File: config.mk
export PLATFORM = sky130hd
export DESIGN_NAME = logit_result_buffer_flat
export DESIGN_NICKNAME = d
export VERILOG_FILES = /design/src/rtl/logit_result_buffer_if.sv /design/src/rtl/logit_result_buffer.sv /design/src/flat_wrapper.sv
export SDC_FILE = /design/constraint.sdc
export NUM_CORES = 1
export LEC_CHECK = 0
export ABC_AREA = 1
export BUFFER_PORTS_ARGS = -buffer_cell sky130_fd_sc_hd__clkbuf_2
export CORE_ASPECT_RATIO = 1.25
export CORE_UTILIZATION = 45
export CTS_BUF_LIST = sky130_fd_sc_hd__clkbuf_4 sky130_fd_sc_hd__clkbuf_8
export DETAILED_ROUTE_END_ITERATION = 10
export SLEW_MARGIN = 20
export SYNTH_ARGS = -nofsm -noshare
export SYNTH_HDL_FRONTEND = slang
export SYNTH_SLANG_ARGS = --single-unit
File: constraint.sdc
create_clock -name clk -period 4.3 [get_ports clk]
set_input_delay 1.075 -clock clk [delete_from_list [all_inputs] [get_ports clk]]
set_output_delay 1.075 -clock clk [all_outputs]
set_load 0.01 [all_outputs]
File: src/rtl/logit_result_buffer_if.sv
// Dense-output handshake bundle between the logit producer/requester
// and the logit result buffer.
interface logit_result_buffer_if #(
  parameter int DATA_W = 64,
  parameter int ADDR_W = 32
);
  logic              start;
  logic              wr_valid;
  logic [3:0]        wr_index;
  logic [DATA_W-1:0] wr_data;
  logic              wr_ready;
  logic [ADDR_W-1:0] read_addr;
  logic [DATA_W-1:0] read_data;
  logic              done;
  logic              busy;
  logic              err_index;
  logic [3:0]        fill_count;

  modport master (
    output start, wr_valid, wr_index, wr_data, read_addr,
    input  wr_ready, read_data, done, busy, err_index, fill_count
  );

  modport slave (
    input  start, wr_valid, wr_index, wr_data, read_addr,
    output wr_ready, read_data, done, busy, err_index, fill_count
  );
endinterface

File: src/rtl/logit_result_buffer.sv
// Logit result buffer: clears, collects NUM_CLASSES signed logits, pulses done.
// Optional macro RESULT_READ_REG_EN: registered read path, done delayed 1 cycle.
module logit_result_buffer #(
  parameter int DATA_W      = 64,
  parameter int NUM_CLASSES = 10,
  parameter int ADDR_W      = 32,
  parameter int ADDR_STRIDE = 16
) (
  input logic clk,
  input logic reset,
  logit_result_buffer_if.slave bus
);

  localparam int SHIFT = $clog2(ADDR_STRIDE);
  localparam int IDX_W = (NUM_CLASSES > 1) ? $clog2(NUM_CLASSES) : 1;

  typedef enum logic [1:0] {
    IDLE,
    CLEAR,
    COLLECT,
    DONE
  } state_t;

  state_t state;

  logic [DATA_W-1:0]      mem [NUM_CLASSES];
  logic [NUM_CLASSES-1:0] mask;
  logic [3:0]             fill_q;
  logic                   done_q;
  logic                   busy_q;
  logic                   ready_q;
  logic                   err_q;

`ifdef RESULT_READ_REG_EN
  logic hold_q;
`endif

  logic                   idx_ok;
  logic [NUM_CLASSES-1:0] set_bit;
  logic [NUM_CLASSES-1:0] next_mask;

  logic              aligned;
  logic [ADDR_W-1:0] slot;
  logic              hit;
  logic [DATA_W-1:0] rd_comb;

  // Write-side decode: legal index and the mask after this write.
  always_comb begin
    idx_ok  = 32'(bus.wr_index) < NUM_CLASSES;
    set_bit = '0;
    if (idx_ok) begin
      set_bit[bus.wr_index] = 1'b1;
    end
    next_mask = mask | set_bit;
  end

  // Read-side decode: aligned, in-range addresses hit an entry.
  always_comb begin
    aligned = (bus.read_addr & ADDR_W'(ADDR_STRIDE - 1)) == '0;
    slot    = bus.read_addr >> SHIFT;
    hit     = aligned && (slot < ADDR_W'(NUM_CLASSES));
    rd_comb = '0;
    if (hit) begin
      rd_comb = mem[slot[IDX_W-1:0]];
    end
  end

  // Control FSM with registered status outputs and entry storage.
  always_ff @(posedge clk) begin
    if (reset) begin
      state   <= IDLE;
      mask    <= '0;
      fill_q  <= '0;
      done_q  <= 1'b0;
      busy_q  <= 1'b0;
      ready_q <= 1'b0;
      err_q   <= 1'b0;
`ifdef RESULT_READ_REG_EN
      hold_q  <= 1'b0;
`endif
      for (int i = 0; i < NUM_CLASSES; i++) begin
        mem[i] <= '0;
      end
    end else begin
      unique case (state)
        IDLE: begin
          done_q <= 1'b0;
          if (bus.start) begin
            state   <= CLEAR;
            busy_q  <= 1'b1;
            ready_q <= 1'b0;
          end
        end
        CLEAR: begin
          for (int i = 0; i < NUM_CLASSES; i++) begin
            mem[i] <= '0;
          end
          mask    <= '0;
          fill_q  <= '0;
          err_q   <= 1'b0;
          state   <= COLLECT;
          busy_q  <= 1'b1;
          ready_q <= 1'b1;
        end
        COLLECT: begin
          if (bus.wr_valid && idx_ok) begin
            mem[bus.wr_index] <= bus.wr_data;
            if (!mask[bus.wr_index]) begin
              mask   <= next_mask;
              fill_q <= fill_q + 4'd1;
            end
            if (&next_mask) begin
              state   <= DONE;
              busy_q  <= 1'b0;
              ready_q <= 1'b0;
`ifdef RESULT_READ_REG_EN
              done_q  <= 1'b0;
              hold_q  <= 1'b0;
`else
              done_q  <= 1'b1;
`endif
            end
          end else if (bus.wr_valid) begin
            err_q <= 1'b1;
          end
        end
        DONE: begin
`ifdef RESULT_READ_REG_EN
          if (!hold_q) begin
            hold_q <= 1'b1;
            done_q <= 1'b1;
          end else begin
            hold_q <= 1'b0;
            done_q <= 1'b0;
            state  <= IDLE;
          end
`else
          done_q <= 1'b0;
          state  <= IDLE;
`endif
        end
        default: state <= IDLE;
      endcase
    end
  end

`ifdef RESULT_READ_REG_EN
  logic [DATA_W-1:0] rd_q;

  // Registered read: previous-cycle address, same decode rules.
  always_ff @(posedge clk) begin
    if (reset) begin
      rd_q <= '0;
    end else begin
      rd_q <= rd_comb;
    end
  end

  assign bus.read_data = rd_q;
`else
  assign bus.read_data = rd_comb;
`endif

  assign bus.done       = done_q;
  assign bus.busy       = busy_q;
  assign bus.wr_ready   = ready_q;
  assign bus.err_index  = err_q;
  assign bus.fill_count = fill_q;

endmodule

File: src/flat_wrapper.sv
// flat-port wrapper written by rule: the top's interface ports become plain ports
module logit_result_buffer_flat 
#(
  parameter int DATA_W      = 64,
  parameter int NUM_CLASSES = 10,
  parameter int ADDR_W      = 32,
  parameter int ADDR_STRIDE = 16
)
  (clk, reset, bus_start, bus_wr_valid, bus_wr_index, bus_wr_data, bus_read_addr, bus_wr_ready, bus_read_data, bus_done, bus_busy, bus_err_index, bus_fill_count);
  logit_result_buffer_if #(.DATA_W(DATA_W), .ADDR_W(ADDR_W)) bus_i ();
  input logic clk;
  input logic reset;
  input wire logic [$bits(bus_i.start)-1:0] bus_start;
  input wire logic [$bits(bus_i.wr_valid)-1:0] bus_wr_valid;
  input wire logic [$bits(bus_i.wr_index)-1:0] bus_wr_index;
  input wire logic [$bits(bus_i.wr_data)-1:0] bus_wr_data;
  input wire logic [$bits(bus_i.read_addr)-1:0] bus_read_addr;
  output wire logic [$bits(bus_i.wr_ready)-1:0] bus_wr_ready;
  output wire logic [$bits(bus_i.read_data)-1:0] bus_read_data;
  output wire logic [$bits(bus_i.done)-1:0] bus_done;
  output wire logic [$bits(bus_i.busy)-1:0] bus_busy;
  output wire logic [$bits(bus_i.err_index)-1:0] bus_err_index;
  output wire logic [$bits(bus_i.fill_count)-1:0] bus_fill_count;
  assign bus_i.start = bus_start;
  assign bus_i.wr_valid = bus_wr_valid;
  assign bus_i.wr_index = bus_wr_index;
  assign bus_i.wr_data = bus_wr_data;
  assign bus_i.read_addr = bus_read_addr;
  assign bus_wr_ready = bus_i.wr_ready;
  assign bus_read_data = bus_i.read_data;
  assign bus_done = bus_i.done;
  assign bus_busy = bus_i.busy;
  assign bus_err_index = bus_i.err_index;
  assign bus_fill_count = bus_i.fill_count;
  logit_result_buffer #(.DATA_W(DATA_W), .NUM_CLASSES(NUM_CLASSES), .ADDR_W(ADDR_W), .ADDR_STRIDE(ADDR_STRIDE)) u_core (.clk(clk), .reset(reset), .bus(bus_i));
endmodule
Word-level counts from Yosys, hierarchy flattened
Memory sizes are Yosys's and may differ from the RTL's.
Cells that the tools add are included.
Widths: inputs -> output; s select.
Word-level totals
  output and inout bits: 72
  flip-flop bits (word level): 20
  input port bits: 104
  memories kept: 1
  logic and storage cells: 99
  RAM bits: 640
Memories
  u_core.mem: words 10, width 64, read ports 1, clocked after memory_dff 0, write ports 10, RTL line logit_result_buffer.sv:26  | logic [DATA_W-1:0] mem [NUM_CLASSES];
Cells by class
  $add $sub $neg: 1
  bitwise gates (word level): 11
  mux-type cells: 50
  reduce and logical (&&, ||, !) cells: 16
  order comparisons: 4
  equal/unequal tests: 9
Operators with widths (count)
  $mux 64: 12
  $reduce_or 64->1: 1
  $logic_not 32->1: 1
  $mux 10: 3
  $lt 28x4->1 const B: 1
  $mux 1: 20
  $pmux 10 s2: 1
  $mux 4: 3
  $reduce_and 3->1: 4
  $or 1x1->1: 10
  $or 10x10->10: 1
  $reduce_and 10->1: 1
  $ne 2x2->1 const B: 4
  $pmux 2 s4: 1
  $pmux 4 s2: 1
  $mux 2: 3
  $pmux 1 s3: 2
  $lt 4x5->1 const B: 1
  $add 4x1->4 const B: 1
  $bmux 1 s4: 1
  $demux 1 s4: 1
  $eq 2x2->1 const B: 2
  $ge 4x1->1 const B: 1
  $lt 4x4->1 const B: 1
  9 further kinds: 14

Longest topological paths before layout
Gate-level depths: netlist (run 1).
  depth after elaboration: 10
  mapped depth: 13
  depth with buffers taken out: 13

Worst setup path before layout (run 1)
OpenSTA, ideal clock, no wires.
  path kind: in2reg
  from: input port bus_wr_index[1]
  to: memory u_core.mem[0][0] (enable)
  stages on the path: 7
  library setup time: 424 ps
  slack: 430 ps
  data required time: 3876 ps
  arrival: 3447 ps
  path buffers: 2
  path through: o21ai_2 -> nand2_1 -> nor3_4 -> nand3_1 -> buf_2 -> buf_2 -> nand2_1
RTL lines
  start: declaration: RTL line flat_wrapper.sv:15  | input wire logic [$bits(bus_i.wr_index)-1:0] bus_wr_index;
  end: declaration: RTL line logit_result_buffer.sv:26

Final worst setup path (run 1)
  from: input port bus_read_addr[5]
  to: output port bus_read_data[27]
On the way
  cells in the longest elaborated chain, start to end: 3
  elaborated cells on any way between the ends: 4
  those cells by class: 1 x order compare; 1 x mux; 1 x reduce/logical; 1 x memory
Ends and longest elaborated chain
  start: declaration: RTL line flat_wrapper.sv:17  | input wire logic [$bits(bus_i.read_addr)-1:0] bus_read_addr;
  $lt 28x4->1: RTL line logit_result_buffer.sv:61  | hit = aligned && (slot < ADDR_W'(NUM_CLASSES));
  $logic_and 1x1->1: RTL line logit_result_buffer.sv:61
  $mux 64 *: RTL line logit_result_buffer.sv:63  | if (hit) begin
  end: declaration: RTL line flat_wrapper.sv:19  | output wire logic [$bits(bus_i.read_data)-1:0] bus_read_data;
Every way passes the cells marked *; elsewhere a longest branch is shown, timed or not.

==> results of run 1 <==
==> worst register-to-register path, delay by kind of cell, from the launching register on <==
family,cells,cell delay [ns]
adder cells (fa/ha/maj),1,0.28
buffers and inverters,5,1.64
flip-flops,1,0.36
AND/OR/NAND/NOR,3,0.31
==> where the power goes <==
part | total, mW | internal [mW] | switching, mW
Clock | 8.48 | 4.55 | 3.92
Sequential | 13.4 | 13.0 | 0.368
Combinational | 2.87 | 0.720 | 2.15
Total | 24.7 | 18.3 | 6.44
==> cells in the final DEF, fill, tap and decap left out, types with 3 or more instances in the layout <==
cell type	instances
a21oi_1	19
a31oi_1	63
buf_12	37
buf_4	63
bufinv_16	5
clkbuf_2	171
clkbuf_4	63
clkbuf_8	171
clkinv_1	102
clkinv_2	11
clkinvlp_4	3
conb_1	384
dfxtp_1	20
edfxtp_1	1024
ha_1	5
inv_1	39
inv_6	6
inv_8	3
nand2_1	622
nand2_4	10
nand3_1	328
nand3_4	9
nand4_1	5
nor2_1	932
nor2_2	6
o2111ai_1	63
o211ai_1	3
o21a_1	62
o21ai_0	274
o221ai_1	65
==> final timing paths <==
kind	from	end	slack, ns	cells after the start
worst min-delay path	u_core.mask[3]	u_core.mask[3]	0.48	2
worst max register to register	u_core.state[0]	u_core.mem[5][8]	1.43	9
worst min register to register	u_core.mask[3]	u_core.mask[3]	0.48	2
worst max-delay path	bus_read_addr[5]	bus_read_data[27]	0.14	9
==> cell usage after synthesis, types with 2 or more instances <==
cell type	n	share of area, %
nand3_1	337	3.8
inv_2	2	0.017
o21a_1	62	1.1
clkbuf_1	148	1.3
nor2_2	4	0.057
dfxtp_1	20	0.91
nand4_1	5	0.071
o2111ai_1	63	1.3
inv_1	40	0.34
edfxtp_1	1024	70
clkinv_1	65	0.55
a31oi_1	63	0.90
buf_4	6	0.10
o211ai_1	3	0.051
nand2_1	633	5.4
nor2_1	934	8.0
nor2_4	2	0.051
a21oi_1	19	0.22
ha_1	5	0.14
buf_2	96	1.1
buf_1	25	0.21
o21ai_0	274	3.1
o221ai_1	65	1.3
==> sequential cells by signal (all words and copies together) (netlist names) <==
| signal | count |
|---|---|
| u_core.bus.busy | 1 |
| u_core.bus.err_index | 1 |
| u_core.state | 2 |
| u_core.bus.fill_count | 4 |
| u_core.mem | 1024 |
| u_core.mask | 10 |
| u_core.bus.done | 1 |
| u_core.bus.wr_ready | 1 |
==> per-layer routing <==
metal | global-route usage [%] | wire length, microns
met4 | 7.90 | 2820
met2 | 41.1 | 58400
met1 | 30.5 | 48400
met3 | 4.50 | 7770
met5 | 0 | 38
==> cells by family (layout without fill, tap and decap cells) <==
kind of cell / count (synthesis) / count (layout) / synth area share [%]
XOR/XNOR: 2 / 2 / 0.0398
buffers and inverters: 382 / 681 / 3.58
other: 1 / 385 / 0.00852
adder cells (fa/ha/maj): 5 / 5 / 0.142
AO/OA/AOI/OAI: 553 / 553 / 7.95
flip-flops: 1044 / 1044 / 70.8
AND/OR/NAND/NOR: 1920 / 1920 / 17.5
==> area by class of cell <==
class / count / area (sq um) / share of cell area [%]
diodes: 1 / 2.50 / 0.00486
clock buffers: 234 / 2830 / 5.49
clock inverters: 65 / 465 / 0.903
inverters: 107 / 414 / 0.804
multi-input cells: 2864 / 12900 / 25.1
flip-flops and latches: 1044 / 31100 / 60.5
well taps: 1290 / 1610 / 3.13
repair buffers: 275 / 2130 / 4.14
==> timing repair <==
action	CTS	global route
gates resized for setup	0	2
hold buffers	0	0
buffers inserted	0	0
setup endpoints to repair	0	1
endpoints found under the hold margin	0	0
==> metrics by stage <==
stage | setup slack [ns] | std cells
5_1_grt | 0.0736 | 5880
3_3_place_gp | 0.0292 | 5580
2_1_floorplan | 0.430 | 4290
3_5_place_dp | 0.0292 | 5580
4_1_cts | 0.0222 | 5879
6_report | 0.140 | 5880
==> run summary, run 1 <==
total die area -> 0.0990 sq mm
Antenna Nets Post-Route -> 0
dpl cell area -> 0.0482 sq mm
CTS root buf -> clkbuf_8
CP required -> 3.22 ns
DRT Wirelength -> 117000 microns
area delta synth->final -> 17.1%
final instance area -> 0.0515 sq mm
Worst Path Max Fanout -> 19
CTS tree -> done
critical path startpoint category -> input port
Worst-path clk slew -> 0.05 ns
Post-synth top flop -> edfxtp_1
RSZ-0062 raised after global routing -> false
WL per Instance -> 20.0 microns
Rows -> 127
overall power -> 24.7 mW
global route overflow -> 0
DRT iter0 DRCs -> 2630
number of global-route vias before repair -> 30600
drt drc -> 0
Vias/cell -> 5.31
first-pass GRT wire length -> 178000 microns
Post-Syn Area -> 0.0440 sq mm
TNS Setup -> 0 ns
Arr. time, crit path -> 3.09 ns
worst hold slack -> 0.476 ns
Skew-Pair Late Insertion Delay -> 0.87 ns
CTS Buffer Depth -> 3
initial core utilization -> 45.6%
final hold vios -> 0
Tot GR Track Use -> 23.9%
Async SR Flop Fraction -> 0%
Cell variety after synth -> 35
achievable clock frequency -> 240 MHz
Final Cycle Share -> 96.7%
worst setup path class -> in -> out
# setup viols final -> 0
area of the core -> 0.0965 sq mm
width of the die -> 282 microns
share of layout cells above drive strength 1 -> 12.5%
mean area per synthesized cell -> 11.3 sq um
critical-path cell list -> buf_6 > nor2_4 > o211ai_1 > nor4b_2 > buf_4 > buf_12 > nand2_1 > nor2_2 > clkbuf_2
IR Drop Worst-Case VDD -> 0.245 mV
sequential cell area fraction in the yosys report -> 70.8%
Crit. End Element -> output pin
Crit-path slowest cell -> nor4b_2
post-DP HPWL -> 63400 microns
Yosys Warn Count -> 0
minimum clock period -> 4.16 ns
#FFs+latches synth -> 1044
Vias -> 31200
IO buf count -> 175
Hold Path Class -> reg -> reg
status -> finished clean
clk_skew -> 0.0317 ns
initial antenna violation count -> 4
fillers -> 8554
Final GP Congestion -> 0.776
PwrDens -> 480 mW/mm^2
maxcap violations -> 0
1st-pass router iterations -> 5
Final Max Slew Viols -> 0
Final nets -> 4568
CP top delay family -> simple AND/OR/NAND/NOR gates
Final Util -> 53.4%
CP bufs+invs -> 4
Pleak -> 20.0 nW
CTS Buf Count -> 167
worst slew pin tran -> 1.12 ns
largest net degree at the start of global routing -> 91
die height -> 352 microns
number of flops mapped to enable cells by yosys -> 1024
CTS sink cnt -> 1044
H-tree Lvls -> 4
CP peak stage delay -> 0.40 ns
slew margin rel. -> 25.1%
Post-Synthesis Cells -> 3907
Top Ports -> 176
Note: power is estimated with default switching activity, not from simulation.
==> inputs of run 2 (changes only) <==
--- a/config.mk
+++ b/config.mk
@@ -8,9 +8,10 @@
 export ABC_AREA = 1
 export BUFFER_PORTS_ARGS = -buffer_cell sky130_fd_sc_hd__clkbuf_2
 export CORE_ASPECT_RATIO = 1.25
-export CORE_UTILIZATION = 45
+export CORE_UTILIZATION = 50
 export CTS_BUF_LIST = sky130_fd_sc_hd__clkbuf_4 sky130_fd_sc_hd__clkbuf_8
 export DETAILED_ROUTE_END_ITERATION = 10
+export PLACE_DENSITY_LB_ADDON = 0.08
 export SLEW_MARGIN = 20
 export SYNTH_ARGS = -nofsm -noshare
 export SYNTH_HDL_FRONTEND = slang
==> run summary, run 2 (synthesis results as in run 1) <==
status -> finished clean (unchanged)
DRT Wirelength -> 115000 microns (was 117000 microns)
Skew-Pair Late Insertion Delay -> 0.81 ns (was 0.87 ns)
worst hold slack -> 0.481 ns (was 0.476 ns)
achievable clock frequency -> 242 MHz (was 240 MHz)
initial core utilization -> 50.5% (was 45.6%)
setup bufs post-CTS -> 0 (unchanged)
Vias/cell -> 5.40 (was 5.31)
clk_skew -> 0.0216 ns (was 0.0317 ns)
IO buf count -> 175 (unchanged)
Arr. time, crit path -> 3.06 ns (was 3.09 ns)
DRT iter0 DRCs -> 2619 (was 2630)
Final Max Slew Viols -> 0 (unchanged)
critical path startpoint category -> input port (unchanged)
Antenna Nets Post-Route -> 0 (unchanged)
final hold vios -> 0 (unchanged)
total die area -> 0.0892 sq mm (was 0.0990 sq mm)
H-tree Lvls -> 4 (unchanged)
IR Drop Worst-Case VDD -> 0.243 mV (was 0.245 mV)
area delta synth->final -> 16.6% (was 17.1%)
most frequent cells in the layout -> 1024 x edfxtp_1, 932 x nor2_1, 622 x nand2_1 (unchanged)
Final Cycle Share -> 96.2% (was 96.7%)
Hold Path Class -> reg -> reg (unchanged)
Reg2Reg Depth -> 8 (was 9)
Vias -> 31200 (about the same)
Sequential Power Share -> 55.0% (was 54.1%)
WHS Path Cells -> 2 (unchanged)
CTS Buf Count -> 166 (was 167)
Worst Path Max Fanout -> 31 (was 19)
P_int -> 18.0 mW (was 18.3 mW)
Top Ports -> 176 (unchanged)
max reg flops -> 1024 (unchanged)
WL per Instance -> 20.0 microns (about the same)
Rows -> 121 (was 127)
commonest non-fill, non-tap cell in the layout -> edfxtp_1 (unchanged)
slew margin rel. -> 20.0% (was 25.1%)
Pleak -> 20.0 nW (about the same)
Final Util -> 58.8% (was 53.4%)
Biggest register -> u_core.mem (unchanged)
worst setup path class -> in -> out (unchanged)
initial antenna violation count -> 6 (was 4)
share of layout cells above drive strength 1 -> 12.4% (was 12.5%)
Final nets -> 4573 (was 4568)
width of the die -> 267 microns (was 282 microns)
switching power -> 6.34 mW (was 6.44 mW)
Place WS -> -0.161 ns (was 0.0292 ns)
Final GP Congestion -> 0.754 (was 0.776)
largest net degree at the start of global routing -> 103 (was 91)
minimum clock period -> 4.14 ns (was 4.16 ns)
area of the core -> 0.0872 sq mm (was 0.0965 sq mm)
number of global-route vias before repair -> 30300 (was 30600)
first-pass GRT wire length -> 175000 microns (was 178000 microns)
Tot GR Track Use -> 26.1% (was 23.9%)
1st-pass router iterations -> 7 (was 5)
PwrDens -> 474 mW/mm^2 (was 480 mW/mm^2)
hold buffers post-CTS -> 0 (unchanged)
Worst-path clk slew -> 0.06 ns (was 0.05 ns)
# setup viols final -> 0 (unchanged)
Crit. End Element -> output pin (unchanged)
CTS Buffer Depth -> 3 (unchanged)
CTS sink cnt -> 1044 (unchanged)
drt drc -> 0 (unchanged)
post-route setup slack -> 0.164 ns (was 0.140 ns)
maxcap violations -> 0 (unchanged)
worst slew pin tran -> 1.20 ns (was 1.12 ns)
Clk pwr share -> 33.3% (was 34.3%)
switching share of power -> 26.0% (about the same)
fillers -> 7483 (was 8554)
Placed Instances -> 5464 (was 5580)
CTS tree -> done (unchanged)
Cell Count, Final, Fillers Out -> 5766 (was 5880)
Comb power frac -> 11.7% (was 11.6%)
die height -> 334 microns (was 352 microns)
RSZ-0062 raised after global routing -> false (unchanged)
CTS root buf -> clkbuf_8 (unchanged)
CP required -> 3.22 ns (about the same)
post-DP HPWL -> 60800 microns (was 63400 microns)
global route overflow -> 0 (unchanged)
-- run 2: cell count changes in the layout (fill, tap and decap cells not counted), moves of 2 or more --
cell	before	now
buf_12	37	41
buf_4	63	66
bufinv_16	5	1
clkbuf_4	63	54
clkbuf_8	171	174
clkinv_1	102	112
clkinv_2	11	17
clkinv_8	2	0
inv_8	3	1
-- run 2: final timing paths --
check / start / end / slack, ns
worst max-delay path: bus_read_addr[5] / bus_read_data[0] / 0.16
worst min-delay path: u_core.mask[9] / u_core.mask[9] / 0.48
worst max register to register: u_core.state[0] / u_core.mem[4][38] / 1.44
worst min register to register: u_core.mask[9] / u_core.mask[9] / 0.48
-- run 2: power by group through the flow --
stage / clock network (mW) / registers [mW] / logic, mW
after floorplan: 0 / 13.6 / 1.57
after global placement: 0 / 13.5 / 2.87
after detailed placement: 0 / 13.6 / 2.87
after CTS: 8.28 / 13.4 / 2.88
after global routing: 8.66 / 13.5 / 3.11
final: 8.11 / 13.4 / 2.85
-- run 2: repair_timing --
item,in CTS,in global routing
hold endpoints to repair,0,0
gates resized for setup,1,1
setup endpoints to repair,8,5
gates cloned,0,0
-- run 2: metrics by stage --
| stage | power, mW | TNS, ns | area (sq um) |
|---|---|---|---|
| 4_1_cts | 24.5 | 0 | 51300 |
| 2_1_floorplan | 15.1 | 0 | 45400 |
| 6_report | 24.3 | 0 | 51300 |
| 3_3_place_gp | 16.4 | -0.454 | 48100 |
| 3_5_place_dp | 16.4 | -0.697 | 48100 |
| 5_1_grt | 25.3 | 0 | 51300 |
-- run 2: layer usage --
| metal | up-vias | global-route usage [%] | part of all wire, % |
|---|---|---|---|
| met2 | 984 | 45.5 | 51 |
| met1 | 15400 | 32.7 | 41 |
| met3 | 194 | 4.61 | 6.2 |
| met4 | 10 | 8.80 | 2.5 |
| met5 | - | 0 | 0.049 |
| li1 | 14500 | - | - |
-- run 2: cell type report --
type                       count  area (sq um)  area share (%)
antenna                        1          2.50         0.00488
multi-input combinational   2864         12900            25.2
sequential                  1044         31100            60.7
inverter                     107           414           0.807
tap                         1168          1460            2.85
clock inverter                73           357           0.695
clock buffer                 228          2800            5.46
timing repair buffer         281          2210            4.31
-- run 2: worst max-delay path, stage by stage --
cell and delay, ns:
buf_6 0.12, nor2_4 0.19, o211ai_1 0.22, nor4b_2 0.38, buf_4 0.23, buf_12 0.26, nand2_1 0.08, nor2_1 0.28
clkbuf_2 0.20
